File: config.mk
export PLATFORM = sky130hd
export DESIGN_NAME = alu_result_stage
export DESIGN_NICKNAME = d
export VERILOG_FILES = /design/src/rtl/alu_result_stage.sv
export SDC_FILE = /design/constraint.sdc
export NUM_CORES = 1
export LEC_CHECK = 0
export BUFFER_PORTS_ARGS = -buffer_cell sky130_fd_sc_hd__buf_2
export CELL_PAD_IN_SITES_DETAIL_PLACEMENT = 1
export CELL_PAD_IN_SITES_GLOBAL_PLACEMENT = 1
export CORE_ASPECT_RATIO = 1.1
export CORE_UTILIZATION = 35
export DETAILED_ROUTE_END_ITERATION = 12
export PLACE_DENSITY_LB_ADDON = 0.1
export RECOVER_POWER = 25
export SETUP_SLACK_MARGIN = 0.5
export SLEW_MARGIN = 15
export SYNTH_ARGS = -nofsm -noshare
export SYNTH_HDL_FRONTEND = slang
export SYNTH_SLANG_ARGS = --single-unit
File: constraint.sdc
create_clock -name i_clk -period 4 [get_ports i_clk]
set_input_delay 0 -clock i_clk [delete_from_list [all_inputs] [get_ports i_clk]]
set_output_delay 0 -clock i_clk [all_outputs]
set_load 0.01 [all_outputs]
File: src/rtl/alu_result_stage.sv
// ALU result stage: derives {N,Z,C,V} from the ALU word and registers {result, flags}
// through a two-entry skid buffer so upstream ready never depends on downstream ready.
module alu_result_stage #(
    parameter int N = 64
) (
    input  logic         i_clk,
    input  logic         i_rst,
    input  logic         i_valid,
    output logic         o_ready,
    input  logic [N-1:0] i_a,
    input  logic [N-1:0] i_b,
    input  logic [1:0]   i_alu_ctrl,
    input  logic [N-1:0] i_result,
    input  logic         i_carry_out,
    output logic         o_valid,
    input  logic         i_ready,
    output logic [N-1:0] o_result,
    output logic [3:0]   o_flags
);

    typedef enum logic [1:0] {
        EMPTY = 2'd0,
        ONE   = 2'd1,
        TWO   = 2'd2
    } state_t;

    state_t       state_reg, state_next;
    logic         push, pop;
    logic         flag_n, flag_z, flag_c, flag_v;
    logic         sign_a, sign_b, sign_r;
    logic [N+3:0] in_word;
    logic [N+3:0] head_reg, head_next;
    logic [N+3:0] skid_reg, skid_next;

    // Only the operand sign bits feed the overflow logic; the rest are intentionally unused.
    logic unused_operand_bits;
    assign unused_operand_bits = ^{i_a[N-2:0], i_b[N-2:0]};

    always_comb begin
        sign_a = i_a[N-1];
        sign_b = i_b[N-1];
        sign_r = i_result[N-1];
        flag_n = sign_r;
        flag_z = (i_result == '0);
        flag_c = ~i_alu_ctrl[1] & i_carry_out;
        flag_v = 1'b0;
        case (i_alu_ctrl)
            2'b00:   flag_v = (sign_a == sign_b) && (sign_r != sign_a);
            2'b01:   flag_v = (sign_a != sign_b) && (sign_r != sign_a);
            default: flag_v = 1'b0;
        endcase
    end

    assign in_word = {i_result, flag_n, flag_z, flag_c, flag_v};
    assign push    = i_valid && o_ready;
    assign pop     = o_valid && i_ready;

    // State register
    always_ff @(posedge i_clk or posedge i_rst) begin
        if (i_rst) begin
            state_reg <= EMPTY;
        end else begin
            state_reg <= state_next;
        end
    end

    // Next-state logic
    always_comb begin
        state_next = state_reg;
        case (state_reg)
            EMPTY: begin
                if (push) state_next = ONE;
            end
            ONE: begin
                if (push && !pop)      state_next = TWO;
                else if (!push && pop) state_next = EMPTY;
                else                   state_next = ONE;
            end
            TWO: begin
                if (pop) state_next = ONE;
            end
            default: state_next = EMPTY;
        endcase
    end

    // Handshake outputs decode the registered state only
    always_comb begin
        o_valid = 1'b0;
        o_ready = 1'b1;
        case (state_reg)
            EMPTY: begin
                o_valid = 1'b0;
                o_ready = 1'b1;
            end
            ONE: begin
                o_valid = 1'b1;
                o_ready = 1'b1;
            end
            TWO: begin
                o_valid = 1'b1;
                o_ready = 1'b0;
            end
            default: begin
                o_valid = 1'b0;
                o_ready = 1'b1;
            end
        endcase
    end

    // head_reg is always the oldest entry; skid_reg only fills when head is stalled.
    always_comb begin
        head_next = head_reg;
        skid_next = skid_reg;
        case (state_reg)
            EMPTY: begin
                if (push) head_next = in_word;
            end
            ONE: begin
                if (push && pop) head_next = in_word;
                else if (push)   skid_next = in_word;
            end
            TWO: begin
                if (pop) head_next = skid_reg;
            end
            default: begin
                head_next = head_reg;
            end
        endcase
    end

    always_ff @(posedge i_clk or posedge i_rst) begin
        if (i_rst) begin
            head_reg <= '0;
            skid_reg <= '0;
        end else begin
            head_reg <= head_next;
            skid_reg <= skid_next;
        end
    end

    assign o_result = head_reg[N+3:4];
    assign o_flags  = head_reg[3:0];

endmodule

==> metrics, run 1 <==
layout cells sized above 1 0.298; starting density of the core 0.362; Reg area around 3400 sq um; most common cell in the netlist dfrtp_1; mapped cell area 5970 sq um; Worst slew margin -0.292; asr flop ratio synth 1.00; Design Power 0.00656 W; failing checks capacitance limit, slew limit; synth top area cells dfrtp_1 (57%), mux2_2 (12%), mux2i_1 (11%); Setup Buffers After CTS 0; crit path DAT 3.17 ns; Post-Layout Cell Count approximately 900; Sink Count roughly 140; Gate power share 0.363; H-Tree Depth 4; leak pwr approximately 3.5 nW; # rows a little under 50; Max Cap Violations 1; clk root buf clkbuf_16; Distinct cells, synth 28; final WL ~16,000 microns; Die H roughly 140 microns; Final Instance Area between 8000 and 9000 sq um; Worst-path clk slew ~0.050 ns; Synth top cells by count dfrtp_1 (136), mux2i_1 (66), a21oi_1 (65), mux2_2 (65), nor2_1 (65); post_cts resized 0; r2r setup slk roughly 1.1 ns; initial antenna violation count 0; setup TNS 0 ns; Final setup violation count 0; Vias between 4,000 and 5,000; CTS tree built; GRT Residual Overflow 0; largest net degree at the start of global routing 84; Syn Area/Cell approximately 12 sq um; Net count, final about 900; placed cell areas 6900 sq um; routability cong. around 0.73; sequential cell area fraction in the yosys report 0.570; GR Util All Layers 0.194; ANT nets after route 0; hpwl dp 10,400 microns; # DRC 0; syn nets 701; diode count 0; total iterations of the first detailed-routing run 4; area grow syn2layout 37.2%; Final Hold Viols 0; CP endpoint kind flip-flop; Multi-input gate area approximately 2400 sq um; unrepaired setup endpoints after global routing false; maximum achievable frequency approximately 350 MHz; PwrDens ~800 nW/um^2; Clock Path Buffers 2; IO buf count between 100 and 150; status finished with violations; Top Ports ~270; yosys warns 0; vias per inst just under 5; Net Switching approximately 0.0023 W; Hold WC Path Type primary input to flip-flop; Crit Path Class flip-flop to flip-flop; DP Cell Count around 800; top_reg_cell synth dfrtp_1; Hold Slack ~0.049 ns; post-synth top area share 0.570; post-synth top area cell dfrtp_1; power share of the clock group 0.265; wire length per cell roughly 17 microns; Period Utilization, post-route 0.719; 1st-iter DRT viols 125; Final Max Slew Viols 34; Internal 0.00431 W; Sw Share 0.344; die width ~130 microns; Startpoint Class flip-flop; setup clock skew after layout around 0.007 ns; fin crit period ~2.9 ns; clk_lat worst skew a little over 0.4 ns; core area about 16,000 sq um; Slew @ Worst Pin 1.94 ns; Die Area 17,600 sq um; vias in the first global route 4,906; Post-synth EDFFs 0; maximum vdd drop about 0.00048 V; sequential group share of total power 0.372; Crit Path Max Fanout 50; Filler cells between 1,500 and 2,000; Worst EP required ~4.3 ns; synthesized flop and latch total 136; Num CTS Buffers 17; Synth Instances 494; first-pass GRT wire length approximately 26,000 microns
==> cells in the final DEF (no fill, tap or decap), types with 2 or more instances in the layout <==
cell type / count
nor2_1: 65
o21ai_0: 4
clkbuf_1: 41
nand4_1: 3
dlygate4sd3_1: 67
bufinv_16: 5
mux2i_1: 66
nand2_1: 9
dfrtp_1: 136
clkbuf_8: 4
buf_12: 3
a21oi_1: 65
clkbuf_16: 17
nor2b_1: 4
inv_1: 5
buf_4: 4
nand2b_1: 2
ha_1: 7
buf_2: 106
o31ai_1: 3
mux2_2: 65
nor4_1: 16
==> power groups by stage <==
stage	clock, W	combinational, W	sequential, W
after floorplan	0	0.00149	0.00254
after global placement	0	0.00232	0.00240
after detailed placement	0	0.00240	0.00245
after CTS	0.00178	0.00247	0.00244
after global routing	0.00183	0.00267	0.00254
final	0.00174	0.00238	0.00244
==> cells by family after synthesis <==
kind of cell,after synthesis,share of synthesized area
AOI/OAI and AO/OA,76,0.0702
xor gates and xnor gates,1,0.00147
adders and majority gates,8,0.0168
buffers and inverters,37,0.0283
DFF,136,0.570
muxes,131,0.233
and+or+nand+nor,105,0.0797
==> final timing paths <==
kind / from / end / cells after the start
worst max-delay path: state_reg[0] / head_reg[2] / 11
worst min-delay path: i_a[63] / skid_reg[0] / 4
worst max register to register: state_reg[0] / head_reg[2] / 11
worst min register to register: skid_reg[1] / skid_reg[1] / 2
max in group asynchronous: i_rst / skid_reg[14] / 5
min in group asynchronous: i_rst / skid_reg[41] / 3
==> final cells by class <==
type	count	area share
Tap cell	204	0.0312
Sequential cell	136	0.416
Clock inverter	7	0.0199
Inverter	6	0.00290
Clock buffer	25	0.0605
Multi-Input combinational cell	321	0.295
Timing Repair Buffer	217	0.175
==> per-layer routing <==
layer / routed length [microns] / up-vias / track usage
li1: - / 2142 / -
met1: 7440 / 2272 / 0.255
met2: 7380 / 123 / 0.307
met3: 1010 / 12 / 0.0637
met4: 159 / 0 / 0.0514
met5: 0 / - / 0
==> critical path, cell delays in order (launching register included) <==
cell and delay [ns]:
dfrtp_1 0.40, inv_1 0.14, ha_1 0.23, buf_4 0.22
nand2b_4 0.19, inv_1 0.09, ha_1 0.15, nor2b_1 0.06
a2111oi_4 0.39, buf_4 0.54, mux2i_1 0.25, o31ai_1 0.09
==> through the flow <==
stage	utilization	worst slack (ns)
floorplan	-	1.77
global placement	0.418	1.26
detailed placement	0.418	1.13
CTS	0.499	1.10
global route	0.496	0.866
finish	0.496	1.12
==> timing repair <==
| item | CTS | global route |
|---|---|---|
| setup endpoints to repair | 0 | 0 |
| hold endpoints to repair | 180 | 0 |
| hold buffers | 67 | 0 |
Power figures use the tool's default switching activity.
==> run 2, diff against run 1 <==
==> constraint.sdc (replaced) <==
create_clock -name i_clk -period 2.7 [get_ports i_clk]
set_input_delay 0 -clock i_clk [delete_from_list [all_inputs] [get_ports i_clk]]
set_output_delay 0 -clock i_clk [all_outputs]
set_load 0.01 [all_outputs]
==> run 2 against run 1 <==
Net effect:
- the run still ends with capacitance limit, slew limit left
- highest routed layer unchanged
- critical path depth fell by 3
- register-to-register slack worse by 0.54 ns
- critical endpoint is now skid_reg[17]
- non-clock buffer count is 20 higher
==> metrics, run 2 (synthesis results as in run 1) <==
Worst EP required 2.99 ns (was 4.29 ns); most common cell after layout, fill and taps aside dfrtp_1 (unchanged); Sink Count 136 (unchanged); vias in the first global route 5,082 (was 4,906); Final Max Slew Viols 43 (was 34); hpwl dp 11,100 microns (was 10,400 microns); worst r2r src state_reg[0] (unchanged); H-Tree Depth 4 (unchanged); Multi-input gate area 2460 sq um (was 2420 sq um); Vias 4,671 (was 4,549); # rows 49 (unchanged); Worst slew margin -0.411 (was -0.292); wire length per cell 18.8 microns (was 17.5 microns); clk root buf clkbuf_16 (unchanged); Num CTS Buffers 17 (unchanged); Hold Slack 0.105 ns (was 0.0494 ns); Design Power 0.0106 W (was 0.00656 W); hold path startpoint i_valid (was i_a[63]); Startpoint Class flip-flop (unchanged); CTS tree built (unchanged); Max Cap Violations 1 (unchanged); 1st-iter DRT viols 118 (was 125); core area 16,500 sq um (unchanged); setup clock skew after layout 0.00579 ns (was 0.00718 ns); routability cong. 0.717 (was 0.733); crit path DAT 2.41 ns (was 3.17 ns); Clock Path Buffers 2 (unchanged); Die Area 17,600 sq um (unchanged); Top Ports 269 (unchanged); GR Util All Layers 0.210 (was 0.194); maximum achievable frequency 473 MHz (was 348 MHz); area grow syn2layout 43.5% (was 37.2%); largest net degree at the start of global routing 45 (was 84); diode count 0 (unchanged); unrepaired setup endpoints after global routing false (unchanged); initial antenna violation count 0 (unchanged); CP endpoint kind flip-flop (unchanged); GRT Residual Overflow 0 (unchanged); IO buf count 142 (unchanged); Final Hold Viols 0 (unchanged); fin crit period 2.11 ns (was 2.88 ns); final WL 17,600 microns (was 16,000 microns); maximum vdd drop 0.000602 V (was 0.000482 V); Slew @ Worst Pin 2.10 ns (was 1.94 ns); Reg area 3400 sq um (about the same); die width 127 microns (unchanged); ANT nets after route 0 (unchanged); Crit Path Max Fanout 32 (was 50); r2r setup slk 0.59 ns (was 1.12 ns); PwrDens 1240 nW/um^2 (was 802 nW/um^2); Worst-path clk slew 0.06 ns (was 0.05 ns); setup TNS 0 ns (unchanged); Hold WC Path Type primary input to flip-flop (unchanged); starting density of the core 0.362 (unchanged); Die H 139 microns (unchanged); # DRC 0 (unchanged); layout cells sized above 1 0.291 (was 0.298); Filler cells 1,735 (was 1,791); status finished with violations (unchanged); Net count, final 926 (was 906); clk_lat worst skew 0.41 ns (about the same); vias per inst 4.99 (was 4.97); failing checks capacitance limit, slew limit (unchanged); leak pwr 3.56 nW (was 3.47 nW); Crit Path Class flip-flop to flip-flop (unchanged); first-pass GRT wire length 27,900 microns (was 26,200 microns); total iterations of the first detailed-routing run 4 (unchanged); Final setup violation count 0 (unchanged); Period Utilization, post-route 0.783 (was 0.719); leading cell types in the layout, fill and taps excluded dfrtp_1 (135), buf_2 (74), clkbuf_1 (69) (was dfrtp_1 (136), buf_2 (106), dlygate4sd3_1 (67)); CP startpoint state_reg[0] (unchanged)
==> run 2: timing repair <==
action / 4_1_cts / 5_1_grt
cloned: 4 / 2
hold buffers: 68 / 0
hold endpoints to repair: 172 / 0
resized for setup: 12 / 11
pin swaps: 1 / 3
setup endpoints to repair: 101 / 103
setup buffers: 6 / 3
==> run 2: metrics by stage <==
step | instances | worst slack (ns) | cell area [sq um] | util
floorplan | 494 | 0.547 | 5970 | -
global placement | 821 | 0.390 | 7000 | 0.425
detailed placement | 821 | 0.278 | 7000 | 0.425
CTS | 931 | 0.473 | 8530 | 0.517
global route | 936 | 0.500 | 8560 | 0.519
finish | 936 | 0.587 | 8560 | 0.519
==> run 2: layer usage <==
layer	up-vias	routed length, microns	global-route usage
met5	-	0	0
met4	0	204	0.0571
met3	18	973	0.0617
met2	123	8340	0.345
met1	2335	8090	0.268
li1	2195	-	-
==> run 2: final cells by class <==
class                   count  share of cell area
clock buffers              22              0.0566
clock inverters            10              0.0193
inverters                   6             0.00307
multi-input cells         321               0.288
flip-flops and latches    136               0.398
well taps                 204              0.0298
repair buffers            237               0.206
==> run 2: worst paths after layout <==
check                          endpoint  cells past startpoint
max in group asynchronous  state_reg[1]                      4
min reg2reg                 skid_reg[0]                      2
max                        skid_reg[17]                      8
min in group asynchronous  head_reg[36]                      3
max reg2reg                skid_reg[17]                      8
min                        state_reg[0]                      5
==> run 2: critical path, stage by stage (launching register included) <==
cell,delay (ns)
dfrtp_1,0.41
inv_4,0.12
ha_4,0.15
nand2b_4,0.14
inv_2,0.06
ha_1,0.22
nand2_4,0.24
buf_12,0.26
mux2_2,0.38
==> run 2: power by group <==
part	switching, W	internal [W]	total [W]
logic	0.00229	0.00214	0.00443
registers	0.000551	0.00308	0.00363
clock network	0.000897	0.00165	0.00255
total	0.00373	0.00687	0.0106
==> run 3, diff against run 2 <==
--- a/config.mk
+++ b/config.mk
@@ -5,11 +5,12 @@
 export SDC_FILE = /design/constraint.sdc
 export NUM_CORES = 1
 export LEC_CHECK = 0
+export ABC_AREA = 1
 export BUFFER_PORTS_ARGS = -buffer_cell sky130_fd_sc_hd__buf_2
 export CELL_PAD_IN_SITES_DETAIL_PLACEMENT = 1
 export CELL_PAD_IN_SITES_GLOBAL_PLACEMENT = 1
 export CORE_ASPECT_RATIO = 1.1
-export CORE_UTILIZATION = 35
+export CORE_UTILIZATION = 34
 export DETAILED_ROUTE_END_ITERATION = 12
 export PLACE_DENSITY_LB_ADDON = 0.1
 export RECOVER_POWER = 25
==> constraint.sdc (replaced) <==
create_clock -name i_clk -period 2.2 [get_ports i_clk]
set_input_delay 0 -clock i_clk [delete_from_list [all_inputs] [get_ports i_clk]]
set_output_delay 0 -clock i_clk [all_outputs]
set_load 0.01 [all_outputs]
==> run 3 against run 2 <==
Net effect:
- the flow now finishes without violations
- final area increased by 8.6%
- sequential share of layout area decreased by 3.2 points
- worst hold slack got worse by 0.056 ns
- largest cell class unchanged
==> metrics, run 3 <==
Post-Synth Adder-Cell Area 0.0163 (was 0.0168); maximum achievable frequency 511 MHz (was 473 MHz); GR Util All Layers 0.226 (was 0.210); XOR/XNOR Fraction of Synth Area 0.00142 (was 0.00147); top_reg_cell synth dfrtp_1 (unchanged); Final Instance Area 9300 sq um (was 8560 sq um); most common cell after layout, fill and taps aside nand2_1 (was dfrtp_1); hpwl dp 11,000 microns (was 11,100 microns); fin crit period 1.96 ns (was 2.11 ns); diode count 0 (unchanged); 1st-iter DRT viols 234 (was 118); Synth top cells by count nand2_1 (227), o21ai_0 (139), dfrtp_1 (136) (was dfrtp_1 (136), mux2i_1 (66), a21oi_1 (65), mux2_2 (65), nor2_1 (65)); Period Utilization, post-route 0.889 (was 0.783); sequential cell area fraction in the yosys report 0.553 (was 0.570); crit path DAT 2.25 ns (was 2.41 ns); r2r setup slk 0.24 ns (was 0.59 ns); Crit Path Class flip-flop to flip-flop (unchanged); largest family of logic cells by synthesized area simple AND/OR/NAND/NOR gates (was multiplexers); Final Max Slew Viols 0 (was 43); Post-synth EDFFs 0 (unchanged); Startpoint Class flip-flop (unchanged); final WL 20,800 microns (was 17,600 microns); Slew @ Worst Pin 1.30 ns (was 2.10 ns); H-Tree Depth 4 (unchanged); maximum vdd drop 0.000750 V (was 0.000602 V); GRT Residual Overflow 0 (unchanged); Clock Path Buffers 2 (unchanged); yosys warns 0 (unchanged); placed cell areas 7120 sq um (was 7000 sq um); leading cell types in the layout, fill and taps excluded nand2_1 (186), dfrtp_1 (135), o21ai_0 (134) (was dfrtp_1 (135), buf_2 (74), clkbuf_1 (69)); clk_lat worst skew 0.42 ns (was 0.41 ns); die width 130 microns (was 127 microns); ANT nets after route 0 (unchanged); Worst EP required 2.50 ns (was 2.99 ns); starting density of the core 0.347 (was 0.362); Worst-path clk slew 0.06 ns (about the same); worst r2r path cells 12 (was 8); setup TNS 0 ns (unchanged); Synth Area in Simple Gates 0.174 (was 0.0797); complex-gate fraction of the synthesized area 0.173 (was 0.0702); vias in the first global route 6,193 (was 5,082); vias per inst 4.79 (was 4.99); syn nets 956 (was 701); asr flop ratio synth 1.00 (unchanged); Hold Slack 0.0482 ns (was 0.105 ns); IO buf count 142 (unchanged); Vias 5,839 (was 4,671); PwrDens 1670 nW/um^2 (was 1240 nW/um^2); Die Area 18,600 sq um (was 17,600 sq um); Final setup violation count 0 (unchanged); routability cong. 0.731 (was 0.717); Top Ports 269 (unchanged); setup clock skew after layout 0.00738 ns (was 0.00579 ns); # DRC 0 (unchanged); CTS tree built (unchanged); Sink Count 136 (unchanged); Syn Area/Cell 8.22 sq um (was 12.1 sq um); wire length per cell 17.1 microns (was 18.8 microns); core area 17,700 sq um (was 16,500 sq um); Worst slew margin 0.133 (was -0.411); first-pass GRT wire length 31,700 microns (was 27,900 microns); Num CTS Buffers 17 (unchanged); Die H 143 microns (was 139 microns); largest net degree at the start of global routing 137 (was 45); mapped cell area 6150 sq um (was 5970 sq um); most common cell in the netlist nand2_1 (was dfrtp_1); CP endpoint kind flip-flop (unchanged); clk root buf clkbuf_16 (unchanged); Synth Instances 749 (was 494); status finished clean (was finished with violations); Distinct cells, synth 23 (was 28); Design Power 0.0155 W (was 0.0106 W); post-synth top area share 0.553 (was 0.570); Hold Path Cell Cnt 5 (unchanged); leak pwr 4.67 nW (was 3.56 nW); total iterations of the first detailed-routing run 4 (unchanged); Hold WC Path Type primary input to flip-flop (unchanged); unrepaired setup endpoints after global routing true (was false); layout cells sized above 1 0.261 (was 0.291); synthesized flop and latch total 136 (unchanged); post-synthesis mux area share 0 (was 0.233); synth top area cells dfrtp_1 (55%), nand2_1 (14%), o21ai_0 (11%) (was dfrtp_1 (57%), mux2_2 (12%), mux2i_1 (11%)); area grow syn2layout 51.1% (was 43.5%); post-synth top area cell dfrtp_1 (unchanged); # rows 51 (was 49); Crit Path Max Fanout 14 (was 32); Final Hold Viols 0 (unchanged); initial antenna violation count 0 (unchanged); Max Cap Violations 0 (was 1); Net count, final 1,176 (was 926)
==> run 3: layout make-up <==
| type | count | area, sq um |
|---|---|---|
| Inverter | 76 | 299 |
| Fill cell | 2099 | 8440 |
| Clock buffer | 18 | 439 |
| Timing Repair Buffer | 243 | 2020 |
| Tap cell | 238 | 298 |
| Clock inverter | 14 | 195 |
| Sequential cell | 136 | 3400 |
| Multi-Input combinational cell | 495 | 2640 |
==> run 3: path summary, 6_finish.rpt <==
path,start,endpoint
worst max-delay path,state_reg[0],head_reg[59]
worst max register to register,state_reg[0],head_reg[59]
worst min-delay path,i_a[63],head_reg[0]
max in group asynchronous,i_rst,state_reg[1]
min in group asynchronous,i_rst,head_reg[45]
worst min register to register,skid_reg[51],skid_reg[51]
==> run 3: through the flow <==
step	instances	util	worst slack, ns
after floorplan	749	-	0.423
after global placement	1095	0.401	0.281
after detailed placement	1095	0.401	0.200
after CTS	1211	0.506	0.235
after global routing	1220	0.524	0.164
final	1220	0.524	0.244
==> run 3: what timing repair did <==
action                     CTS  global route
gates cloned                10             6
setup buffers                6             3
setup endpoints to repair  125           137
hold buffers                68             0
gates resized for setup     68            61
pin swaps                    4             6
hold endpoints to repair   265             0
==> run 3: worst max-delay path: stages, from the launching register on <==
cell and delay, ns:
dfrtp_1 0.39, inv_2 0.09, ha_4 0.29, nand2_4 0.06
inv_4 0.06, ha_4 0.12, inv_2 0.04, a21oi_4 0.16
nand2_4 0.11, buf_6 0.17, buf_16 0.16, nand2_1 0.09
o21ai_1 0.09
==> run 3: layer usage <==
metal / part of all wire / global-route usage / up-vias
met5: 0 / 0 / -
met4: 0.012 / 0.0869 / 0
met3: 0.055 / 0.0603 / 25
met2: 0.49 / 0.380 / 150
met1: 0.44 / 0.274 / 2842
li1: - / - / 2822
==> run 3: where the power goes <==
part           total [W]  switching (W)  internal, W
Combinational    0.00789        0.00436      0.00352
Clock            0.00308        0.00115      0.00193
Sequential       0.00456       0.000801      0.00376
Total             0.0155        0.00631      0.00922
==> run 3: logic make-up (layout without fill, tap and decap cells) <==
group | count (synthesis) | count (layout)
buffers and inverters | 118 | 351
adders and majority gates | 8 | 8
DFF | 136 | 136
and+or+nand+nor | 280 | 280
AOI/OAI and AO/OA | 206 | 206
xor gates and xnor gates | 1 | 1
